--- src/rtl/mips_pkg.sv ---
// Shared MIPS decode constants and the decoded ID/EX entry.
// ALU opcodes follow the EX stage ALU encoding.
package mips_pkg;

    localparam logic [2:0] ALU_AND = 3'b000;
    localparam logic [2:0] ALU_OR  = 3'b001;
    localparam logic [2:0] ALU_ADD = 3'b010;
    localparam logic [2:0] ALU_LUI = 3'b011;
    localparam logic [2:0] ALU_SUB = 3'b110;
    localparam logic [2:0] ALU_SLT = 3'b111;

    localparam logic [5:0] OP_RTYPE = 6'h00;
    localparam logic [5:0] OP_ADDI  = 6'h08;
    localparam logic [5:0] OP_ADDIU = 6'h09;
    localparam logic [5:0] OP_SLTI  = 6'h0A;
    localparam logic [5:0] OP_ANDI  = 6'h0C;
    localparam logic [5:0] OP_ORI   = 6'h0D;
    localparam logic [5:0] OP_LUI   = 6'h0F;
    localparam logic [5:0] OP_LW    = 6'h23;
    localparam logic [5:0] OP_SW    = 6'h2B;

    localparam logic [5:0] F_ADD  = 6'h20;
    localparam logic [5:0] F_ADDU = 6'h21;
    localparam logic [5:0] F_SUB  = 6'h22;
    localparam logic [5:0] F_SUBU = 6'h23;
    localparam logic [5:0] F_AND  = 6'h24;
    localparam logic [5:0] F_OR   = 6'h25;
    localparam logic [5:0] F_SLT  = 6'h2A;

    typedef struct packed {
        logic [2:0]  alu_op;
        logic [31:0] op_a;
        logic [31:0] op_b;
        logic [4:0]  dest;
        logic        reg_write;
        logic        mem_rd;
        logic        mem_wr;
        logic        illegal;
    } entry_t;

endpackage

--- src/rtl/alu_decode.sv ---
// Combinational MIPS decode of one instruction into an ID/EX entry.
// Unsupported encodings decode as an illegal add with no side effects.
module alu_decode
    import mips_pkg::*;
(
    input  logic [31:0] instr,
    input  logic [31:0] rs_data,
    input  logic [31:0] rt_data,
    output entry_t      ent
);

    logic [5:0]  opc;
    logic [5:0]  fn;
    logic [31:0] sext;
    logic [31:0] zext;
    logic        legal;
    logic        wr;
    logic [4:0]  dst;

    assign opc  = instr[31:26];
    assign fn   = instr[5:0];
    assign sext = {{16{instr[15]}}, instr[15:0]};
    assign zext = {16'h0000, instr[15:0]};

    always_comb begin
        ent        = '0;
        ent.op_a   = rs_data;
        ent.op_b   = rt_data;
        ent.alu_op = ALU_ADD;
        legal      = 1'b1;
        wr         = 1'b0;
        dst        = 5'd0;
        unique case (1'b1)
            opc == OP_RTYPE: begin
                dst = instr[15:11];
                wr  = 1'b1;
                unique case (1'b1)
                    fn == F_AND: ent.alu_op = ALU_AND;
                    fn == F_OR:  ent.alu_op = ALU_OR;
                    fn == F_ADD || fn == F_ADDU:
                        ent.alu_op = ALU_ADD;
                    fn == F_SUB || fn == F_SUBU:
                        ent.alu_op = ALU_SUB;
                    fn == F_SLT: ent.alu_op = ALU_SLT;
                    default:     legal = 1'b0;
                endcase
            end
            opc == OP_ADDI || opc == OP_ADDIU: begin
                ent.op_b = sext;
                dst      = instr[20:16];
                wr       = 1'b1;
            end
            opc == OP_SLTI: begin
                ent.alu_op = ALU_SLT;
                ent.op_b   = sext;
                dst        = instr[20:16];
                wr         = 1'b1;
            end
            opc == OP_ANDI: begin
                ent.alu_op = ALU_AND;
                ent.op_b   = zext;
                dst        = instr[20:16];
                wr         = 1'b1;
            end
            opc == OP_ORI: begin
                ent.alu_op = ALU_OR;
                ent.op_b   = zext;
                dst        = instr[20:16];
                wr         = 1'b1;
            end
            opc == OP_LUI: begin
                ent.alu_op = ALU_LUI;
                ent.op_b   = zext;
                dst        = instr[20:16];
                wr         = 1'b1;
            end
            opc == OP_LW: begin
                ent.op_b   = sext;
                ent.mem_rd = 1'b1;
                dst        = instr[20:16];
                wr         = 1'b1;
            end
            opc == OP_SW: begin
                ent.op_b   = sext;
                ent.mem_wr = 1'b1;
            end
            default: legal = 1'b0;
        endcase
        if (!legal) begin
            ent.alu_op = ALU_ADD;
            ent.mem_rd = 1'b0;
            ent.mem_wr = 1'b0;
            dst        = 5'd0;
            wr         = 1'b0;
        end
        ent.illegal   = !legal;
        ent.dest      = dst;
        // $0 is hardwired, so a write to it is dropped here
        ent.reg_write = wr && (dst != 5'd0);
    end

endmodule

--- src/rtl/id_ex_alu_issue.sv ---
// ID/EX issue register with valid/ready handshake and flush.
// ISSUE_SKID_EN adds a one-entry skid so in_ready is registered.
module id_ex_alu_issue
    import mips_pkg::*;
(
    input  logic        clk,
    input  logic        rst_n,
    input  logic        in_valid,
    output logic        in_ready,
    input  logic [31:0] instr,
    input  logic [31:0] rs_data,
    input  logic [31:0] rt_data,
    input  logic        flush,
    output logic        out_valid,
    input  logic        out_ready,
    output logic [2:0]  alu_op,
    output logic [31:0] op_a,
    output logic [31:0] op_b,
    output logic [4:0]  dest,
    output logic        reg_write,
    output logic        mem_rd,
    output logic        mem_wr,
    output logic        illegal
);

    entry_t dec;
    entry_t ent;
    logic   vld;
    logic   acc;
    logic   xfer;

    alu_decode u_dec (
        .instr   (instr),
        .rs_data (rs_data),
        .rt_data (rt_data),
        .ent     (dec)
    );

    assign acc       = in_valid && in_ready && !flush;
    assign xfer      = vld && out_ready;
    assign out_valid = vld;
    assign alu_op    = ent.alu_op;
    assign op_a      = ent.op_a;
    assign op_b      = ent.op_b;
    assign dest      = ent.dest;
    assign reg_write = ent.reg_write;
    assign mem_rd    = ent.mem_rd;
    assign mem_wr    = ent.mem_wr;
    assign illegal   = ent.illegal;

`ifdef ISSUE_SKID_EN
    entry_t skid;
    logic   skid_vld;

    assign in_ready = rst_n && !skid_vld;

    always_ff @(posedge clk or negedge rst_n) begin
        if (!rst_n) begin
            vld      <= 1'b0;
            ent      <= '0;
            skid_vld <= 1'b0;
            skid     <= '0;
        end else if (flush) begin
            vld      <= 1'b0;
            skid_vld <= 1'b0;
        end else if (skid_vld) begin
            if (xfer) begin
                ent      <= skid;
                skid_vld <= 1'b0;
            end
        end else if (acc) begin
            if (!vld || out_ready) begin
                ent <= dec;
                vld <= 1'b1;
            end else begin
                skid     <= dec;
                skid_vld <= 1'b1;
            end
        end else if (xfer) begin
            vld <= 1'b0;
        end
    end
`else
    assign in_ready = rst_n && (!vld || out_ready);

    always_ff @(posedge clk or negedge rst_n) begin
        if (!rst_n) begin
            vld <= 1'b0;
            ent <= '0;
        end else if (flush) begin
            vld <= 1'b0;
        end else if (acc) begin
            ent <= dec;
            vld <= 1'b1;
        end else if (xfer) begin
            vld <= 1'b0;
        end
    end
`endif

endmodule

--- config.mk ---
export PLATFORM = sky130hd
export DESIGN_NAME = id_ex_alu_issue
export DESIGN_NICKNAME = d
export VERILOG_FILES = /design/src/rtl/mips_pkg.sv /design/src/rtl/alu_decode.sv /design/src/rtl/id_ex_alu_issue.sv
export SDC_FILE = /design/constraint.sdc
export NUM_CORES = 1
export LEC_CHECK = 0
export CORE_ASPECT_RATIO = 0.5
export CORE_MARGIN = 1
export CORE_UTILIZATION = 35
export DETAILED_ROUTE_END_ITERATION = 8
export PLACE_DENSITY = 0.77
export SLEW_MARGIN = 20
export SYNTH_ARGS = -nofsm -noshare
export SYNTH_HDL_FRONTEND = slang
export SYNTH_SLANG_ARGS = --single-unit
--- constraint.sdc ---
create_clock -name clk -period 2.2 [get_ports clk]
set_input_delay 0.22 -clock clk [delete_from_list [all_inputs] [get_ports clk]]
set_output_delay 0.22 -clock clk [all_outputs]
set_load 0.01 [all_outputs]
==> impl_metrics.csv, run 1 <==
group,metric,value,unit
outcome,status,"finished clean",
detailed_routing,drt_iter0_drc,119,
final_layout,final_cell_count_no_fill,680,
detailed_routing,viasPerCell,4.69,
final_layout,fin_nets,642,
sta,fin_tns_setup,0,ns
min_path,hold_path_class,"input pin to asynchronous set/reset pin",
critical_path,crit_fanout,7,
floorplanning,ios,179,
global_route,grt_start_max_net_pins,78,
critical_path,path_class,"input pin to flop",
critical_path,critical_path.top_delay_family,"compound AO/OA/AOI/OAI gates",
clocking,tritoncts,"built",
floorplanning,core,0.00948,sq mm
detailed_routing,antenna_left,0,
clocking,insertion_delay,0.33,ns
placement,place_inst,665,
logic_synthesis,avgSynthCellArea,9.40,sq um
detailed_routing,met1Wirelength,4290,microns
critical_path,slowest_stage,"clkdlybuf4s50_1",
logic_synthesis,synthMuxAreaShare,0.0501,
floorplanning,initial_utilization,0.361,
sta,hold_ws,0.168,ns
clocking,postCtsHoldBufs,0,
logic_synthesis,ys_async_sr_fraction,1.00,
detailed_routing,routed_wl,10000,microns
flow_run,maxCapViolCount,0,
floorplanning,die_height,71.9,microns
final_layout,antenna_cells,0,
floorplanning,dieArea,0.0102,sq mm
clocking,clk_pin_slew_worst_paths,0.06,ns
logic_synthesis,synth_edf_count,0,
final_layout,multiInputGateArea,0.00138,sq mm
logic_synthesis,syn_inst,364,
clocking,htreeDepth,3,
detailed_routing,dr.pass1.iters,4,
final_layout,layout-drive-gt1-share,0.0697,
final_layout,final_cell_area,0.00567,sq mm
placement,dpl.hpwl,7410,microns
placement,gp_congestion,0.811,
logic_synthesis,synth_xor_area_frac,0.00512,
clocking,cts_buffers,9,
critical_path,path_cells,"clkdlybuf4s50_1, or3b_1, a21oi_2, o31ai_1, a21oi_2, a22o_1",
clocking,cts-root-buf,"clkbuf_16",
logic_synthesis,synth-adder-area-share,0,
logic_synthesis,syn_nets,465,
power,ir_drop,456,uV
clocking,ctsResizeCount,0,
critical_path,cp_num_buf_inv,1,
detailed_routing,detail_route.wl_per_cell,14.8,microns
sta,clock-skew-final,0.00333,ns
power,leakage,2.63,nW
final_layout,syn_to_final_growth,65.8,%
logic_synthesis,synth_seq_cells,77,
sta,min_period,1.76,ns
final_layout,fill_cells,796,
detailed_routing,drcViolationCount,0,
critical_path,critical_path_required,2.46,ns
detailed_routing,wl_met2,5160,microns
detailed_routing,via_count,3190,
global_route,grt_pass1_vias,3111,
sta,rsz0062_at_grt,"false",
clocking,cts.path.max_buffers,2,
logic_synthesis,synth-compound-area-share,0.142,
logic_synthesis,synth_top_family_by_area,"simple AND/OR/NAND/NOR gates",
logic_synthesis,yosys_warnings,0,
logic_synthesis,ys_types,46,
critical_path,cpMostUsedCell,"a21oi_2",
power,power_density,797,mW/mm^2
sta,finalHoldViolCount,0,
logic_synthesis,yosys.area_share.simple,0.205,
logic_synthesis,syn_area,0.00342,sq mm
placement,port_buffers,173,
sta,setup_viol,0,
detailed_routing,topRoutingLayerUsed,"met4",
clocking,cts_sinks,77,
logic_synthesis,synth_ff_type,"dfrtp_1",
sta,worst_pin_slew,0.978,ns
global_route,grt_overflow_total,0,
critical_path,crit_path_start_kind,"input pin",
clocking,cts_setup_buffers,0,
sta,finalCritPeriodShare,0.800,
final_layout,regArea,0.00193,sq mm
placement,dpl_cell_area,0.00534,sq mm
critical_path,critPathArrivalTime,2.02,ns
floorplanning,die_x,142,microns
floorplanning,rows,25,
logic_synthesis,seq_area_frac_synth,0.563,
sta,relSlewSlack,0.348,
detailed_routing,met3WireLength,342,microns
sta,maxSlewViolCount,0,
critical_path,critPathMaxStageDelay,0.52,ns
global_route,grt_pass1_wl,16000,microns
global_route,antenna_found_initial,0,
global_route,grt_util_all_layers,0.205,
critical_path,cp-end-kind,"flop",
sta,fmax,568,MHz
==> synth_stat cells (all sizes together), types with 2 or more instances <==
master	instances	area, sq um
and2	3	18.8
nor2	23	86.3
nand2	132	495
mux2i	16	160
o22ai	2	12.5
o21ai	19	95.1
inv	3	11.3
nor2b	3	18.8
a31oi	2	12.5
nand2b	2	12.5
a22o	12	105
a21oi	20	119
dfrtp	77	1930
a32o	2	20.0
buf	13	73.8
clkbuf	9	33.8
nand3	2	10.0
xnor2	2	17.5
==> power by group <==
part           leakage (nW)  total, mW  internal (mW)  switching [mW]
Sequential            0.945       1.75           1.64           0.113
Combinational          1.53       1.14          0.662           0.474
Clock                 0.161       1.63           1.08           0.555
Total                  2.63       4.52           3.38            1.14
==> sequential cells by signal, indices dropped and copies added, names as in the netlist <==
register	cells
mem_rd	1
illegal	1
dest	5
alu_op	3
op_b	32
op_a	32
out_valid	1
mem_wr	1
reg_write	1
==> routing by layer <==
metal / GRT usage / vias to the layer above
li1: - / 1568
met1: 0.249 / 1530
met2: 0.361 / 69
met3: 0.0462 / 23
met4: 0.0848 / 0
met5: 0 / -
==> placed cells by master, fill, tap and decap left out, types with 2 or more instances in the layout <==
| master | Yosys | routed |
|---|---|---|
| nor2_1 | 23 | 23 |
| clkbuf_8 | 0 | 3 |
| nand3_1 | 2 | 2 |
| bufinv_16 | 0 | 2 |
| nand2_1 | 132 | 132 |
| a21oi_2 | 2 | 2 |
| and2_1 | 3 | 3 |
| nor2b_1 | 3 | 3 |
| buf_4 | 1 | 15 |
| o22ai_1 | 2 | 2 |
| a21oi_1 | 17 | 17 |
| nand2b_1 | 2 | 2 |
| o21ai_1 | 14 | 14 |
| dfrtp_1 | 77 | 77 |
| a32o_1 | 2 | 2 |
| a22o_1 | 12 | 12 |
| o21ai_0 | 5 | 5 |
| xnor2_1 | 2 | 2 |
| clkdlybuf4s50_1 | 0 | 172 |
| clkbuf_16 | 0 | 9 |
| mux2i_1 | 16 | 16 |
| a31oi_1 | 2 | 2 |
| inv_1 | 3 | 3 |
==> worst reg2reg max path, delay by kind of cell (launching register included) <==
| family | cells | cell delay (ns) |
|---|---|---|
| and+or+nand+nor | 3 | 0.46 |
| DFF | 1 | 0.37 |
| AOI/OAI and AO/OA | 2 | 0.43 |
| buffers and inverters | 1 | 0.26 |
==> metrics by stage <==
stage	worst slack [ns]	utilization	power [mW]
CTS	0.444	0.599	4.57
finish	0.439	0.599	4.52
floorplan	0.527	-	2.16
global route	0.303	0.599	4.73
global placement	0.162	0.563	2.88
detailed placement	0.0984	0.563	2.92
==> layout make-up <==
class                   instances  share of cell area
flip-flops and latches         77               0.340
multi-input cells             262               0.243
well taps                     135              0.0298
inverters                       3             0.00199
clock inverters                 3              0.0119
repair buffers                188               0.327
clock buffers                  12              0.0470
==> worst paths after layout <==
check | start | endpoint | slack, ns | depth (start not counted)
max in group asynchronous | rst_n | dest[3]$_DFFE_PN0P_ | 1.41 | 2
setup reg to reg | out_valid$_DFFE_PN0P_ | dest[0]$_DFFE_PN0P_ | 0.61 | 6
setup / recovery | instr[26] | dest[0]$_DFFE_PN0P_ | 0.44 | 6
hold reg to reg | op_a[29]$_DFFE_PN0P_ | op_a[29]$_DFFE_PN0P_ | 0.47 | 2
hold / removal | rst_n | op_b[2]$_DFFE_PN0P_ | 0.17 | 2
min in group clk | rs_data[5] | op_a[5]$_DFFE_PN0P_ | 0.41 | 3
==> kinds of logic after synthesis <==
group / Yosys count
simple gates: 173
flops: 77
buf+inv: 25
mux: 17
xor+xnor: 2
compound gates: 70
Note: power is estimated with default switching activity, not from simulation.
==> run 2, diff against run 1 <==
Settings changed: PLACE_DENSITY 0.77 to 0.8.
Clock period 2.2 ns to 1.41 ns, I/O delays scaled along.
==> impl_metrics.csv, run 2 (same netlist as run 1, synthesis figures left out) <==
group,metric,value,unit
outcome,status,"finished with violations",
outcome,violations,"setup timing",
power,power_frac_comb,0.290,
sta,fmax,690,MHz
sta,relSlewSlack,0.365,
critical_path,cp_num_buf_inv,2,
floorplanning,die_height,71.9,microns
floorplanning,die_x,142,microns
final_layout,final_cell_area,0.00630,sq mm
detailed_routing,drt_iter0_drc,217,
final_layout,fill_cells,687,
critical_path,critical_path_required,1.68,ns
sta,worst_pin_slew,0.952,ns
power,ir_drop,742,uV
clocking,clk_pin_slew_worst_paths,0.06,ns
detailed_routing,via_count,3475,
critical_path,cp-end-kind,"flop",
detailed_routing,drcViolationCount,0,
global_route,grt_pass1_wl,17000,microns
clocking,tritoncts,"built",
sta,fin_tns_setup,-0.311,ns
clocking,cts_buffers,9,
placement,port_buffers,173,
clocking,cts.path.max_buffers,2,
final_layout,antenna_cells,0,
power,power.clock.fraction,0.310,
critical_path,critical_path.top_delay_family,"compound AO/OA/AOI/OAI gates",
power,leakage,3.12,nW
sta,setup_viol,18,
global_route,antenna_found_initial,0,
sta,finalCritPeriodShare,1.03,
detailed_routing,detail_route.wl_per_cell,16.1,microns
critical_path,critPathArrivalTime,1.72,ns
min_path,hold_path_class,"input pin to asynchronous set/reset pin",
global_route,grt_start_max_net_pins,78,
critical_path,crit_fanout,6,
final_layout,layout-drive-gt1-share,0.185,
power,p_int,4.94,mW
power,power_frac_seq,0.400,
critical_path,crit_path_start_kind,"input pin",
sta,final.setup.worst_slack,-0.0398,ns
final_layout,final_cell_count_no_fill,720,
power,power_switching_share,0.278,
sta,finalHoldViolCount,0,
flow_run,maxCapViolCount,0,
power,p_total,6.84,mW
final_layout,fin_nets,681,
global_route,grt_pass1_vias,3308,
detailed_routing,antenna_left,0,
floorplanning,ios,179,
floorplanning,core,0.00948,sq mm
critical_path,slowest_stage,"o2bb2ai_1",
final_layout,final_cell_mix,"142 x clkdlybuf4s50_1, 130 x nand2_1, 77 x dfrtp_1, 34 x buf_4, 18 x nor2_1",
clocking,cts_sinks,77,
placement,dpl.hpwl,7770,microns
clocking,postCtsHoldBufs,0,
critical_path,path_class,"input pin to flop",
floorplanning,rows,25,
clocking,htreeDepth,3,
sta,rsz0062_at_grt,"true",
placement,place_ws,-0.552,ns
placement,dpl_cell_area,0.00557,sq mm
final_layout,syn_to_final_growth,84.1,%
detailed_routing,dr.pass1.iters,4,
critical_path,critPathMaxStageDelay,0.45,ns
floorplanning,dieArea,0.0102,sq mm
placement,gp_congestion,0.830,
floorplanning,initial_utilization,0.361,
power,power_density,1090,mW/mm^2
sta,maxSlewViolCount,0,
placement,place_inst,689,
global_route,grt_util_all_layers,0.219,
final_layout,multiInputGateArea,0.00159,sq mm
clocking,insertion_delay,0.33,ns
clocking,cts-root-buf,"clkbuf_16",
critical_path,path_cells,"dlygate4sd2_1, buf_4, a21o_1, o2bb2ai_1, a22o_1, o22a_1",
sta,min_period,1.45,ns
global_route,grt_overflow_total,0,
final_layout,regArea,0.00193,sq mm
detailed_routing,routed_wl,11600,microns
sta,clock-skew-final,0.00751,ns
detailed_routing,viasPerCell,4.83,
final_layout,final_common_cell,"clkdlybuf4s50_1",
power,switchingPower,1.90,mW
==> run 2: cell count changes in the layout (fill, tap and decap cells not counted), moves of 3 or more <==
cell and change:
mux2i_4 +3, a21oi_1 -8, buf_6 +7, dlymetal6s2s_1 +17, nor2_2 +5, mux2i_1 -4
nor2_1 -5, buf_4 +19, clkinv_2 +3, buf_12 +7, dlygate4sd2_1 +9, nand3b_4 +3
a21oi_2 +6, clkdlybuf4s50_1 -30
==> run 2: final cells by class <==
type                    count  share of cell area
clock buffers              10              0.0379
clock inverters             6             0.00616
inverters                   3             0.00179
multi-input cells         264               0.253
flip-flops and latches     77               0.306
well taps                 135              0.0268
repair buffers            225               0.369
==> run 2: power groups by stage <==
stage               Clock [mW]  Sequential, mW  Combinational (mW)
finish                    2.12            2.74                1.98
global route              2.28            2.78                2.13
CTS                       2.17            2.73                1.91
detailed placement           0            2.77                1.84
global placement             0            2.75                1.81
floorplan                    0            2.93               0.458
==> run 2: stage by stage <==
stage / utilization / hold WS [ns]
5_1_grt: 0.665 / 0.119
4_1_cts: 0.638 / 0.0991
6_report: 0.665 / 0.0732
3_5_place_dp: 0.588 / 0.457
2_1_floorplan: - / -0.155
3_3_place_gp: 0.588 / 0.453
==> run 2: metal layers <==
metal,global-route usage,share of wire
met5,0,0
met1,0.263,0.41
met3,0.0488,0.040
met2,0.395,0.53
met4,0.0777,0.024
==> run 2: worst reg2reg max path, delay by kind of cell, from the launching register on <==
kind | cells | cell delay, ns
DFF | 1 | 0.38
AOI/OAI and AO/OA | 2 | 0.40
buffers and inverters | 1 | 0.19
and+or+nand+nor | 3 | 0.41
==> run 2: what timing repair did <==
action | 4_1_cts | 5_1_grt
endpoints found under the setup margin | 84 | 91
buffers inserted | 7 | 2
cloned | 4 | 2
resized for setup | 27 | 53
pin swaps | 4 | 8
==> run 2: worst paths after layout <==
kind	to	startpoint	slack [ns]	cells after the start
setup / recovery	reg_write$_DFFE_PN0P_	instr[27]	-0.04	6
hold / removal	out_valid$_DFFE_PN0P_	rst_n	0.07	2
setup reg to reg	dest[3]$_DFFE_PN0P_	out_valid$_DFFE_PN0P_	-0.03	6
hold reg to reg	op_a[20]$_DFFE_PN0P_	op_a[20]$_DFFE_PN0P_	0.47	2
max in group asynchronous	op_a[28]$_DFFE_PN0P_	rst_n	0.74	2
min in group clk	mem_wr$_DFFE_PN0P_	instr[29]	0.24	3
==> run 3, diff against run 2 <==
Settings changed: GPL_ROUTABILITY_DRIVEN set to 0, PLACE_DENSITY 0.8 to 0.77.
Clock period 1.41 ns to 1.4 ns, I/O delays scaled along.
==> impl_metrics.csv, run 3 (same netlist as run 1, synthesis figures left out) <==
group,metric,value,unit
power,p_int,5.10,mW
clocking,clk_pin_slew_worst_paths,0.06,ns
global_route,antenna_found_initial,0,
floorplanning,dieArea,0.0102,sq mm
detailed_routing,antenna_left,0,
floorplanning,die_height,71.9,microns
power,power_switching_share,0.271,
min_path,hold_path_class,"input pin to flop",
clocking,htreeDepth,3,
sta,finalHoldViolCount,0,
sta,setup_viol,6,
min_path,hp-start,"instr[1]",
sta,fmax,705,MHz
final_layout,fill_cells,749,
detailed_routing,drt_iter0_drc,174,
floorplanning,die_x,142,microns
critical_path,critPathMaxStageDelay,0.38,ns
floorplanning,rows,25,
critical_path,startpoint,"out_valid$_DFFE_PN0P_",
power,ir_drop,603,uV
final_layout,multiInputGateArea,0.00151,sq mm
critical_path,slowest_stage,"dfrtp_1",
final_layout,final_common_cell,"nand2_1",
placement,dpl_cell_area,0.00559,sq mm
final_layout,final_cell_mix,"131 x nand2_1, 107 x clkdlybuf4s50_1, 77 x dfrtp_1, 43 x dlymetal6s2s_1, 31 x buf_4",
clocking,cts.path.max_buffers,2,
power,power.clock.fraction,0.341,
global_route,grt_overflow_total,0,
critical_path,crit_path_start_kind,"flop",
sta,final.setup.worst_slack,-0.0186,ns
final_layout,syn_to_final_growth,81.7,%
sta,maxSlewViolCount,0,
global_route,grt_pass1_wl,17100,microns
global_route,grt_start_max_net_pins,78,
detailed_routing,routed_wl,11000,microns
global_route,grt_util_all_layers,0.218,
sta,worst_pin_slew,0.463,ns
power,power_frac_comb,0.266,
critical_path,critPathArrivalTime,1.70,ns
detailed_routing,detail_route.wl_per_cell,15.4,microns
detailed_routing,via_count,3354,
detailed_routing,viasPerCell,4.70,
critical_path,crit_fanout,7,
sta,finalCritPeriodShare,1.01,
sta,hold_ws,0.216,ns
critical_path,cp-end-kind,"flop",
detailed_routing,drcViolationCount,0,
final_layout,final_cell_count_no_fill,713,
critical_path,cp_num_buf_inv,1,
floorplanning,core,0.00948,sq mm
sta,rsz0062_at_grt,"true",
final_layout,postLayoutCoreUtil,0.656,
global_route,grt_pass1_vias,3350,
placement,dpl.hpwl,7680,microns
power,leakage,3.36,nW
placement,port_buffers,173,
floorplanning,ios,179,
outcome,violations,"setup timing",
sta,min_period,1.42,ns
critical_path,path_class,"flop to flop",
critical_path,critical_path.top_delay_family,"simple AND/OR/NAND/NOR gates",
final_layout,antenna_cells,0,
final_layout,fin_nets,674,
final_layout,regArea,0.00193,sq mm
power,switchingPower,1.90,mW
power,power_frac_seq,0.393,
final_layout,final_cell_area,0.00622,sq mm
flow_run,maxCapViolCount,0,
sta,relSlewSlack,0.691,
power,power_density,1130,mW/mm^2
floorplanning,initial_utilization,0.361,
clocking,tritoncts,"built",
clocking,cts_buffers,9,
power,p_total,7.00,mW
sta,fin_tns_setup,-0.0793,ns
placement,place_inst,688,
final_layout,layout-drive-gt1-share,0.163,
critical_path,rr_startpoint,"out_valid$_DFFE_PN0P_",
clocking,insertion_delay,0.34,ns
sta,clock-skew-final,0.00372,ns
critical_path,critical_path_required,1.68,ns
detailed_routing,dr.pass1.iters,4,
placement,place_ws,-0.569,ns
clocking,cts_sinks,77,
outcome,status,"finished with violations",
clocking,cts-root-buf,"clkbuf_16",
critical_path,path_cells,"nand2b_1, and2_4, nand3b_4, buf_12, a21oi_4, a32o_1",
run 3: cell count changes in the layout (fill, tap and decap cells not counted), sizes merged, moves of 2 or more:
cell / delta
clkdlybuf4s50: -35
dlymetal6s2s: +26
buf: -3
nand3b: -2
clkdlybuf4s15: -2
clkinv: -2
dlygate4sd2: +9
run 3: area by class of cell:
cell class / instances / area share
Clock buffer: 11 / 0.0406
Clock inverter: 5 / 0.00946
Inverter: 3 / 0.00181
Multi-Input combinational cell: 262 / 0.242
Sequential cell: 77 / 0.310
Tap cell: 135 / 0.0272
Timing Repair Buffer: 220 / 0.369
run 3: repair_timing:
item                                   in CTS  in global routing
setup endpoints to repair                  63                111
hold buffers                                0                  1
pin swaps                                   7                  8
endpoints found under the hold margin       0                 20
gates cloned                                1                  1
gates resized for setup                    37                 70
buffers inserted                            4                  1
run 3: metal layers:
metal	vias to the layer above	global-route usage	part of all wire
met3	16	0.0436	0.030
met1	1629	0.255	0.41
met5	-	0	0
met4	0	0.0753	0.018
met2	68	0.406	0.54
li1	1641	-	-
run 3: tightest hold or removal path, stage by stage:
cell	delay, ns
dlymetal6s2s_1	0.16
mux2i_1	0.10
o21ai_1	0.11
run 3: worst paths after layout:
path                                   endpoint  slack, ns  depth (start not counted)
min reg2reg                op_a[22]$_DFFE_PN0P_       0.47                          2
max in group asynchronous   op_b[6]$_DFFE_PN0P_       0.49                          4
max reg2reg                  mem_rd$_DFFE_PN0P_      -0.02                          6
min in group asynchronous  op_a[27]$_DFFE_PN0P_       0.34                          3
max                          mem_rd$_DFFE_PN0P_      -0.02                          6
min                         op_b[1]$_DFFE_PN0P_       0.22                          3
run 3: power by group through the flow:
stage	Sequential [mW]	Combinational, mW	Clock [mW]
2_1_floorplan	2.95	0.461	0
3_3_place_gp	2.77	1.82	0
3_5_place_dp	2.79	1.86	0
4_1_cts	2.76	1.87	2.44
5_1_grt	2.80	2.00	2.55
6_report	2.75	1.86	2.39
==> variant, RTL diff (settings of run 1) <==
Build with the macro `ISSUE_SKID_EN` defined.
--- a/src/rtl/id_ex_alu_issue.sv
+++ b/src/rtl/id_ex_alu_issue.sv
@@ -1,4 +1,6 @@
 // ID/EX issue register with valid/ready handshake and flush.
 // ISSUE_SKID_EN adds a one-entry skid so in_ready is registered.
+`define ISSUE_SKID_EN
+
 module id_ex_alu_issue
     import mips_pkg::*;
Function: changed (Yosys sat finds a counterexample within 4 cycles, from zero or initial values and one cycle with rst_n low).
==> variant against run 1 <==
- sequential share of layout area up 5.4 points
- worst setup slack worse by 0.32 ns
- register-to-register slack worse by 0.37 ns
- first-iteration DRC count rose to 2.9 times the old value
- synthesized area up 100%
- routed wire length up 93%
- critical path depth down 3
- power up 82%
- die area up 100%
- cell area up 73%
- combinational power up 47%
- sequential cell count up 77
- utilization down 7.9 points
- via count up 92%
- largest power group unchanged
- highest routed layer unchanged
==> variant: results (changes against run 1) <==
outcome:
  outcome: "completed"
layout:
  post_layout_nonfiller_instances: 1203  # +77%
  nets: 1034  # +61%
  nFillCells: 1656  # +110%
  largest_reg_flops: 76
  antennaDiodeCount: 0  # unchanged
  largest-register: "skid"
  drive_gt1_share_pct: 9.22  # +2.2 points
grt:
  grt_pass1_wl_um: 31000  # +93%
  grt_pass1_vias: 6008  # +93%
  grt_max_degree: 79  # +1.3%
  antenna_found_initial: 0  # unchanged
  track_usage_pct: 19.1  # -1.5 points
clock_network:
  insertion_delay_ns: 0.42  # +0.09 ns
  cts.clk_slew.worst_paths_ns: 0.06  # about the same
  cts_setup_buffers: 0  # unchanged
  cts-buffers-inserted: 17  # +8
  clockRootBuffer: "clkbuf_16"
  clockBufferDepth: 2  # unchanged
  h-tree-depth: 4  # +1
placement:
  dpl_worst_slack_ns: -0.0804  # -0.179 ns
  gp_congestion: 0.818  # +0.88%
  place_area_um2: 9130  # +71%
  dpl.hpwl_um: 13200  # +78%
  port-buffer-count: 173  # unchanged
power:
  worst_ir_drop_vdd_uv: 524  # +15%
  leakage_nw: 4.45  # +69%
worst_hold_path:
  holdCritStartpoint: "rs_data[30]"
  min_path_type: "input pin to register"
worst_setup_path:
  arrival_ns: 1.86  # -0.16 ns
  crit_fanout: 33  # +26
  crit_start: "skid_vld"
logic_synthesis:
  syn_inst: 748  # +110%
  synth-seq-area-share_pct: 55.6  # -0.69 points
  syn_nets: 849  # +83%
  synthTopCellsByArea: "dfrtp_1 (56%), nand2_1 (11%), mux2i_1 (6.6%), o21ai_0 (6.4%), a21oi_1 (4.6%)"
  synth_cell_types: 47  # +2.2%
  synth-async-reset-ratio_pct: 100  # unchanged
  ys_warn_count: 0  # unchanged
  synth_commonest_cells: "nand2_1 (201), dfrtp_1 (154), o21ai_0 (89), a21oi_1 (63), mux2i_1 (46)"
  ys.flop_type: "dfrtp_1"
route:
  vias: 6130  # +92%
  finalWirelength_um: 19300  # +93%
  drt-initial-drc-count: 348  # +190%
  drtPass1Iterations: 5  # +1
timing:
  maxSlewHeadroom_pct: 69.8  # +35 points
  slew_viol_final: 0  # unchanged
  final.setup_skew_ns: 0.0119  # +0.00854 ns
## variant: final cells by class
class	instances	area, um^2	area share [%]
Sequential cell	154	3860	39.3
Clock inverter	11	149	1.52
Clock buffer	19	433	4.41
Inverter	5	18.8	0.191
Multi-Input combinational cell	535	2840	29.0
Timing Repair Buffer	220	2190	22.3
Tap cell	259	324	3.30
## variant: cells by family (layout without fill, tap and decap cells)
group | count (synthesis) | in the layout | share of synthesized area, %
buf+inv | 59 | 255 | 3.83
compound gates | 207 | 207 | 16.3
flops | 154 | 154 | 55.6
mux | 46 | 46 | 6.64
simple gates | 282 | 282 | 17.6
## variant: repair_timing
item | 4_1_cts | 5_1_grt
endpoints found under the setup margin | 0 | 1
resized for setup | 0 | 2
endpoints found under the hold margin | 76 | 0
hold buffers | 4 | 0
## variant: layer usage
metal  share of wire, %  routed length [um]  global-route usage [%]
met2                 50                9670                    33.0
met3                4.2                 808                    3.54
met4                1.7                 335                    6.11
met5                  0                   0                       0
met1                 44                8530                    24.5
## variant: worst max-delay path, cell delays in order, from the launching register on
cell and delay, ns:
dfrtp_4 0.49, buf_6 0.24, nor2b_1 0.16, clkdlybuf4s50_1 0.55
## variant: worst paths after layout
check	end	slack (ns)	cells after the start
max	in_ready	0.12	3
min	skid[71]	0.36	3
max reg2reg	dest[3]	0.24	6
min reg2reg	skid[53]	0.47	2
max in group asynchronous	op_b[2]	0.97	5
min in group asynchronous	op_a[22]	0.49	4
## variant: report_power, final
group | total, W | switching (W) | internal (W)
sequential | 0.00359 | 0.000267 | 0.00332
combinational | 0.00168 | 0.000754 | 0.000921
clock | 0.00296 | 0.00118 | 0.00178
